===== src/rtl/iter_divider.sv =====
// ----------------------------------------------------------------------------
// Module   : iter_divider
// Purpose  : 32-bit radix-2 restoring divider, 33-cycle busy window, {HI, LO}
//            result for the execute-stage ALU.
// Revision : 1.0 - initial release
// ----------------------------------------------------------------------------
`default_nettype none

module iter_divider (
   input  logic        clk,
   input  logic        rst,
   input  logic [1:0]  div_op,
   input  logic [31:0] dividend,
   input  logic [31:0] divisor,
   output logic [63:0] result,
   output logic        done
);

   localparam logic [1:0] C_OP_SIGNED   = 2'b10;
   localparam logic [1:0] C_OP_UNSIGNED = 2'b01;
   localparam logic [4:0] C_LAST_ITER   = 5'd31;

   typedef enum logic [1:0] {
      S_IDLE = 2'b00,
      S_CALC = 2'b01,
      S_FIX  = 2'b10
   } state_t;

   state_t      r_state;
   state_t      w_state_nxt;

   logic        r_done;
   logic [63:0] r_result;
   logic [4:0]  r_cnt;
   logic        r_signed;
   logic        r_sign_a;
   logic        r_sign_b;
   logic [31:0] r_dvs;
   logic [31:0] r_rem;
   logic [31:0] r_quo;

   logic        w_accept;
   logic        w_op_signed;
   logic [31:0] w_mag_a;
   logic [31:0] w_mag_b;
   logic [32:0] w_shift;
   logic [32:0] w_trial;
   logic [31:0] w_quo_fix;
   logic [31:0] w_rem_fix;

   // ---------------------------------------------------------------------
   // Control
   // ---------------------------------------------------------------------
   assign w_op_signed = (div_op == C_OP_SIGNED);
   assign w_accept    = (r_state == S_IDLE) &&
                        ((div_op == C_OP_SIGNED) || (div_op == C_OP_UNSIGNED));

   always_comb begin
      w_state_nxt = r_state;
      case (r_state)
         S_IDLE: if (w_accept) w_state_nxt = S_CALC;
         S_CALC: if (r_cnt == C_LAST_ITER) w_state_nxt = S_FIX;
         S_FIX:  w_state_nxt = S_IDLE;
         default: w_state_nxt = S_IDLE;
      endcase
   end

   always_ff @(posedge clk or negedge rst) begin
      if (!rst) begin
         r_state <= S_IDLE;
         r_done  <= 1'b1;
      end else begin
         r_state <= w_state_nxt;
         r_done  <= (w_state_nxt == S_IDLE);
      end
   end

   // ---------------------------------------------------------------------
   // Datapath
   // ---------------------------------------------------------------------
   assign w_mag_a = (w_op_signed && dividend[31]) ? (~dividend + 32'd1) : dividend;
   assign w_mag_b = (w_op_signed && divisor[31])  ? (~divisor + 32'd1)  : divisor;

   // The partial remainder is always below the divisor, so its 33rd bit is
   // only ever non-zero in the shifted working value, never in storage.
   assign w_shift = {r_rem, r_quo[31]};
   assign w_trial = w_shift - {1'b0, r_dvs};

   assign w_quo_fix = (r_sign_a ^ r_sign_b) ? (~r_quo + 32'd1) : r_quo;
   assign w_rem_fix = r_sign_a ? (~r_rem + 32'd1) : r_rem;

   always_ff @(posedge clk or negedge rst) begin
      if (!rst) begin
         r_result <= 64'h0;
         r_cnt    <= 5'd0;
         r_signed <= 1'b0;
         r_sign_a <= 1'b0;
         r_sign_b <= 1'b0;
         r_dvs    <= 32'h0;
         r_rem    <= 32'h0;
         r_quo    <= 32'h0;
      end else begin
         case (r_state)
            S_IDLE: begin
               if (w_accept) begin
                  r_signed <= w_op_signed;
                  r_sign_a <= w_op_signed & dividend[31];
                  r_sign_b <= w_op_signed & divisor[31];
                  r_dvs    <= w_mag_b;
                  r_rem    <= 32'h0;
                  r_quo    <= w_mag_a;
                  r_cnt    <= 5'd0;
               end
            end
            S_CALC: begin
               r_cnt <= r_cnt + 5'd1;
               if (!w_trial[32]) begin
                  r_rem <= w_trial[31:0];
                  r_quo <= {r_quo[30:0], 1'b1};
               end else begin
                  r_rem <= w_shift[31:0];
                  r_quo <= {r_quo[30:0], 1'b0};
               end
            end
            S_FIX: begin
               r_result <= {w_rem_fix, w_quo_fix};
            end
            default: begin
               r_cnt <= 5'd0;
            end
         endcase
      end
   end

   assign result = r_result;
   assign done   = r_done;

endmodule

`default_nettype wire


===== config.mk =====
export PLATFORM = sky130hd
export DESIGN_NAME = iter_divider
export DESIGN_NICKNAME = d
export VERILOG_FILES = /design/src/rtl/iter_divider.sv
export SDC_FILE = /design/constraint.sdc
export NUM_CORES = 1
export LEC_CHECK = 0
export BUFFER_PORTS_ARGS = -buffer_cell sky130_fd_sc_hd__buf_2
export CAP_MARGIN = 20
export CORE_UTILIZATION = 60
export CTS_CLUSTER_SIZE = 16
export DETAILED_ROUTE_END_ITERATION = 6
export GPL_TIMING_DRIVEN = 0
export PLACE_DENSITY_LB_ADDON = 0.05
export SLEW_MARGIN = 20
export SYNTH_ARGS = -nofsm -noshare
export SYNTH_HDL_FRONTEND = slang
export SYNTH_SLANG_ARGS = --single-unit

===== constraint.sdc =====
create_clock -name clk -period 4 [get_ports clk]
set_clock_uncertainty 0.05 [all_clocks]
set_input_delay 0.4 -clock clk [delete_from_list [all_inputs] [get_ports clk]]
set_output_delay 0.4 -clock clk [all_outputs]
set_load 0.03 [all_outputs]

==> results of run 1 <==
## cell usage after synthesis, types with 12 or more instances
library cell	number
a21oi_1	75
xor2_1	71
xnor2_1	77
mux2i_1	27
nor2_1	89
inv_1	52
nand2_1	244
o31ai_1	15
dfrtp_1	169
nand3_1	12
o41ai_1	13
ha_1	39
nor3_1	20
clkbuf_1	54
o21ai_0	142
o21ai_1	38
a31oi_1	36
## worst max-delay path: stages, from the launching register on
cell and delay, ps:
dfrtp_1 480, inv_1 160, ha_1 240, fa_1 390
nand2b_1 200, a21oi_1 280, o211ai_1 220, a31oi_1 380
a311oi_4 110, xnor2_4 490, buf_12 220, mux2i_1 220
o21ai_1 70
## power by group
group          internal [W]  switching, W
logic               0.00336       0.00501
clock network      0.000901      0.000767
registers           0.00258      0.000965
## through the flow
stage                     TNS (ps)  cell area (um^2)  hold slack, ps
final                            0             12900             166
after CTS                        0             12900             163
after floorplan                  0             11200            54.4
after global routing             0             12900             187
after global placement      -21270             12200             406
after detailed placement         0             12300             273
## cell families after synthesis
group,share of synthesized area [%]
buffers and inverters,4.58
AND/OR/NAND/NOR,18.6
XOR/XNOR,11.8
multiplexers,2.41
flip-flops,37.9
AO/OA/AOI/OAI,20.2
adder cells (fa/ha/maj),4.52
## layout make-up
type | instances | area (um^2)
Clock inverter | 14 | 159
Tap cell | 229 | 287
Timing Repair Buffer | 136 | 743
Fill cell | 1537 | 5280
Inverter | 52 | 195
Multi-Input combinational cell | 1051 | 6470
Buffer | 72 | 319
Sequential cell | 170 | 4260
Clock buffer | 18 | 439
## routing by layer
layer	vias up	part of all wire [%]	GRT usage [%]	routed length (um)
li1	5000	-	-	-
met1	4784	49	49.7	14600
met2	405	41	45.1	12200
met3	44	8.8	6.84	2630
met4	0	1.6	8.48	471
met5	-	0	0	0
## state kept, by name (all words and copies together) (netlist names)
signal    flops
done          1
r_cnt         5
r_dvs        32
r_quo        32
r_rem        32
r_sign_a      1
r_sign_b      1
r_state       2
result       64
## what timing repair did
action | CTS | global route
hold endpoints to repair | 46 | 0
gates resized for setup | 0 | 0
hold buffers | 1 | 0
setup endpoints to repair | 0 | 0
## worst paths after layout
path                                                to  slack (ps)  cells past startpoint
worst max-delay path             r_rem[25]$_DFFE_PN0P_         340                     12
worst min-delay path             r_dvs[31]$_DFFE_PN0P_         170                      3
worst max register to register   r_rem[25]$_DFFE_PN0P_         340                     12
worst min register to register  result[32]$_DFFE_PN0N_         420                      2
max in group asynchronous               done$_DFF_PN1_        2810                      3
min in group asynchronous       result[38]$_DFFE_PN0N_         400                      2
==> flow_metrics.tcl, run 1 <==
set metrics [dict create \
    period_share_pct 91.4 \
    h-tree-depth 4 \
    synth_top_area_share_pct 37.6 \
    place_inst 1709 \
    critPathMaxFanout 10 \
    final_cell_mix "nand2_1, dfrtp_1, o21ai_0" \
    final_common_cell "nand2_1" \
    leakage_nw 5.76 \
    antenna_found_initial 0 \
    cap_violations 0 \
    pre_cts_slack_ps 412 \
    synth_top_cell_by_area "dfrtp_1" \
    post-dp-hpwl_um 23000 \
    start_kind "register" \
    dr.pass1.iters 7 \
    drive_gt1_share_pct 13.9 \
    worst_slew_pin_slew_ps 729 \
    hold_viol_final 0 \
    die_h_um 139 \
    cp.required_ps 4250 \
    setup_ws_ps 344 \
    cts_inserted_buffers 17 \
    postCtsSetupBuffers 0 \
    total_power_w 0.0136 \
    syn_area_per_cell_um2 8.35 \
    finish.utilization_pct 70.9 \
    path_clk_slew_ps 70 \
    portBuffers 132 \
    rows 49 \
    grt_start_max_net_pins 67 \
    clk_latency_ps 430 \
    synthTopCellsByArea "dfrtp_1, nand2_1, o21ai_0" \
    place_congestion 0.922 \
    worst-setup-path-type "register to register" \
    numClockSinks 170 \
    antenna_cells 0 \
    cts-root-buf "clkbuf_16" \
    cp.arrival_ps 3900 \
    fin_cells 1742 \
    slew_violations 0 \
    seq_area_frac_synth_pct 37.9 \
    crit_path_start "r_quo[31]$_DFFE_PN0P_" \
    fmax_mhz 273 \
    cp-end-kind "register" \
    status "finished with violations" \
    vias 10200 \
    netlist-cell-type-count 74 \
    power_density_nw_per_um2 1060 \
    ys.flop_type "dfrtp_1" \
    grt_pass1_wl_um 49000 \
    ys_seq_elements 170 \
    cts_tree "yes" \
    ys_warn_count 0 \
    grt_pass1_vias 9364 \
    hold_class "input pin to register" \
    synth_edf_count 0 \
    drt_iter0_drc 871 \
    slew_headroom_pct 51.4 \
    peakVddDrop_mv 0.521 \
    rr_startpoint "r_quo[31]$_DFFE_PN0P_" \
    async_flop_share_pct 100 \
    finalSetupViolCount 0 \
    ioPinCount 133 \
    fin_nets 1608 \
    drc 17 \
    finalCriticalPeriod_ps 3660 \
    rsz0062_at_grt "false" \
    min_from "divisor[31]" \
    fp.dieArea_um2 19300 \
    routed_wl_um 29900 \
    core-area_um2 18100 \
    syn_to_final_growth_pct 14.5 \
    failed_checks "DRC" \
    die_w_um 139 \
    synth_cells 1345 \
    grt_util_all_layers_pct 32.1 \
    clock_path_buffers 2 \
    initial_core_util_pct 61.9 \
    viasPerCell 5.87 \
    route.antenna.remaining_nets 0 \
    post_drt_wl_per_cell_um 17.2 \
    grt.overflow.total 0 \
    synth_fp_nets 1453 \
    syn_area_um2 11200 \
]
Note: power is estimated with default switching activity, not from simulation.
==> run 2, diff against run 1 <==
==> constraint.sdc (replaced) <==
create_clock -name clk -period 3.7 [get_ports clk]
set_clock_uncertainty 0.05 [all_clocks]
set_input_delay 0.37 -clock clk [delete_from_list [all_inputs] [get_ports clk]]
set_output_delay 0.37 -clock clk [all_outputs]
set_load 0.03 [all_outputs]
==> run 2 against run 1 <==
- the flow still finishes with violations (DRC)
- sequential power rose by 7.9%
- via count rose by 0.18%
- combinational power rose by 9.9%
- critical path depth rose by 1
- setup slack got worse by 61 ps
- global-route usage did not move
- register-to-register slack got worse by 60 ps
- die area did not move
- critical path type unchanged
- critical endpoint is now r_rem[18]$_DFFE_PN0P_
==> flow_metrics.tcl, run 2 (synthesis results as in run 1) <==
set metrics [dict create \
    status "finished with violations" \
    failed_checks "DRC" \
    peakVddDrop_mv 0.563 \
    path_cells "inv_1 > ha_1 > fa_1 > nand2b_1 > a21oi_1 > o211ai_1 > a31oi_1 > a311oi_4 > xnor2_4 > buf_12 > buf_12 > mux2i_1 > o21ai_1" \
    routed_wl_um 30000 \
    h-tree-depth 4 \
    die_h_um 139 \
    path_clk_slew_ps 70 \
    die_w_um 139 \
    cts_inserted_buffers 17 \
    drc 17 \
    fin_cells 1745 \
    hold_viol_final 0 \
    cp.required_ps 3940 \
    crit_path_start "r_quo[31]$_DFFE_PN0P_" \
    grt_util_all_layers_pct 32.1 \
    place_inst 1709 \
    worst-setup-path-type "register to register" \
    fmax_mhz 293 \
    viasPerCell 5.87 \
    clockPowerShare_pct 12.1 \
    critPathMostFrequentCell "buf_12" \
    place_congestion 0.922 \
    min_path_cells 3 \
    fin_nets 1611 \
    core-area_um2 18100 \
    grt.overflow.total 0 \
    post-dp-hpwl_um 23000 \
    power_frac_seq_pct 25.8 \
    clock_path_buffers 2 \
    fp.dieArea_um2 19300 \
    power_switching_w 0.00731 \
    grt_pass1_vias 9364 \
    cts_tree "yes" \
    drt_iter0_drc 842 \
    slew_headroom_pct 52.1 \
    cap_violations 0 \
    whs_ps 138 \
    grt_start_max_net_pins 67 \
    numClockSinks 170 \
    largest_reg_flops 64 \
    setup_ws_ps 283 \
    finalCriticalPeriod_ps 3420 \
    cp-end-kind "register" \
    intPower_w 0.00753 \
    combinationalPowerShare_pct 62.0 \
    hold_class "input pin to register" \
    rows 49 \
    post_drt_wl_per_cell_um 17.2 \
    max_stage_delay_ps 480 \
    initial_core_util_pct 61.9 \
    grt_pass1_wl_um 49000 \
    leakage_nw 5.78 \
    pre_cts_slack_ps 112 \
    cts_resized 0 \
    start_kind "register" \
    seq_area_um2 4260 \
    cp_slowest_cell "dfrtp_1" \
    power_density_nw_per_um2 1150 \
    period_share_pct 92.4 \
    drive_gt1_share_pct 14.1 \
    p_sw_share_pct 49.3 \
    final_area_um2 12900 \
    antenna_cells 0 \
    route.antenna.remaining_nets 0 \
    antenna_found_initial 0 \
    dr.pass1.iters 7 \
    cts-root-buf "clkbuf_16" \
    worstRegToRegCells 13 \
    dpl_cell_area_um2 12300 \
    final_cell_mix "nand2_1, dfrtp_1, o21ai_0" \
    slew_violations 0 \
    rsz0062_at_grt "false" \
    finish.utilization_pct 71.1 \
    clk_latency_ps 430 \
    vias 10300 \
    cp.arrival_ps 3660 \
    finalSetupViolCount 0 \
    rr_startpoint "r_quo[31]$_DFFE_PN0P_" \
    final_common_cell "nand2_1" \
    worst_slew_pin_slew_ps 719 \
    ioPinCount 133 \
    fill_cells 1530 \
    min_from "divisor[31]" \
    portBuffers 132 \
    syn_to_final_growth_pct 14.8 \
    critPathMaxFanout 10 \
    multi_input_area_um2 6470 \
]
run 2: cell types whose count changed in the layout (fill, tap and decap cells not counted), sizes merged:
cell  previous run  this run
buf            152       155
run 2: metal layers:
layer  share of wire, %  GRT usage, %  wire length [um]  vias to the layer above
met5                  0             0                 0                        -
li1                   -             -                 -                     4999
met2                 41          45.1             12200                      412
met1                 49          49.7             14800                     4802
met3                8.5          6.84              2560                       38
met4                1.4          8.48               430                        0
run 2: area by class of cell:
type                       count  area share, %
buffer                        72           2.47
clock buffer                  18           3.40
clock inverter                14           1.23
inverter                      52           1.51
multi-input combinational   1051           50.1
sequential                   170           33.0
tap                          229           2.22
timing repair buffer         139           6.03
run 2: final timing paths:
check | endpoint | slack [ps]
worst max-delay path | r_rem[18]$_DFFE_PN0P_ | 280
worst min-delay path | r_dvs[31]$_DFFE_PN0P_ | 140
worst max register to register | r_rem[18]$_DFFE_PN0P_ | 280
worst min register to register | result[32]$_DFFE_PN0N_ | 420
max in group asynchronous | done$_DFF_PN1_ | 2550
min in group asynchronous | result[38]$_DFFE_PN0N_ | 370
run 2: power by group through the flow:
stage	Sequential (W)	Combinational, W	Clock (W)
final	0.00383	0.00920	0.00180
after global routing	0.00394	0.0101	0.00190
after CTS	0.00379	0.00896	0.00182
after detailed placement	0.00382	0.00887	0
after global placement	0.00377	0.00872	0
after floorplan	0.00412	0.00635	0
run 2: critical path: cells and delay by family, from the launching register on:
kind                     cells  cell delay, ps
buffers and inverters        3             450
XOR/XNOR                     1             210
multiplexers                 1             200
adder cells (fa/ha/maj)      2             630
AND/OR/NAND/NOR              1             200
AO/OA/AOI/OAI                5            1050
flip-flops                   1             480
run 2: stage by stage:
stage          power (W)  setup TNS [ps]
6_report          0.0148               0
5_1_grt           0.0160               0
4_1_cts           0.0146               0
3_5_place_dp      0.0127               0
3_3_place_gp      0.0125          -66900
2_1_floorplan     0.0105               0
run 2: repair_timing:
item / CTS / global route
hold buffers: 1 / 0
setup buffers: 0 / 3
hold endpoints to repair: 46 / 0
setup endpoints to repair: 0 / 28
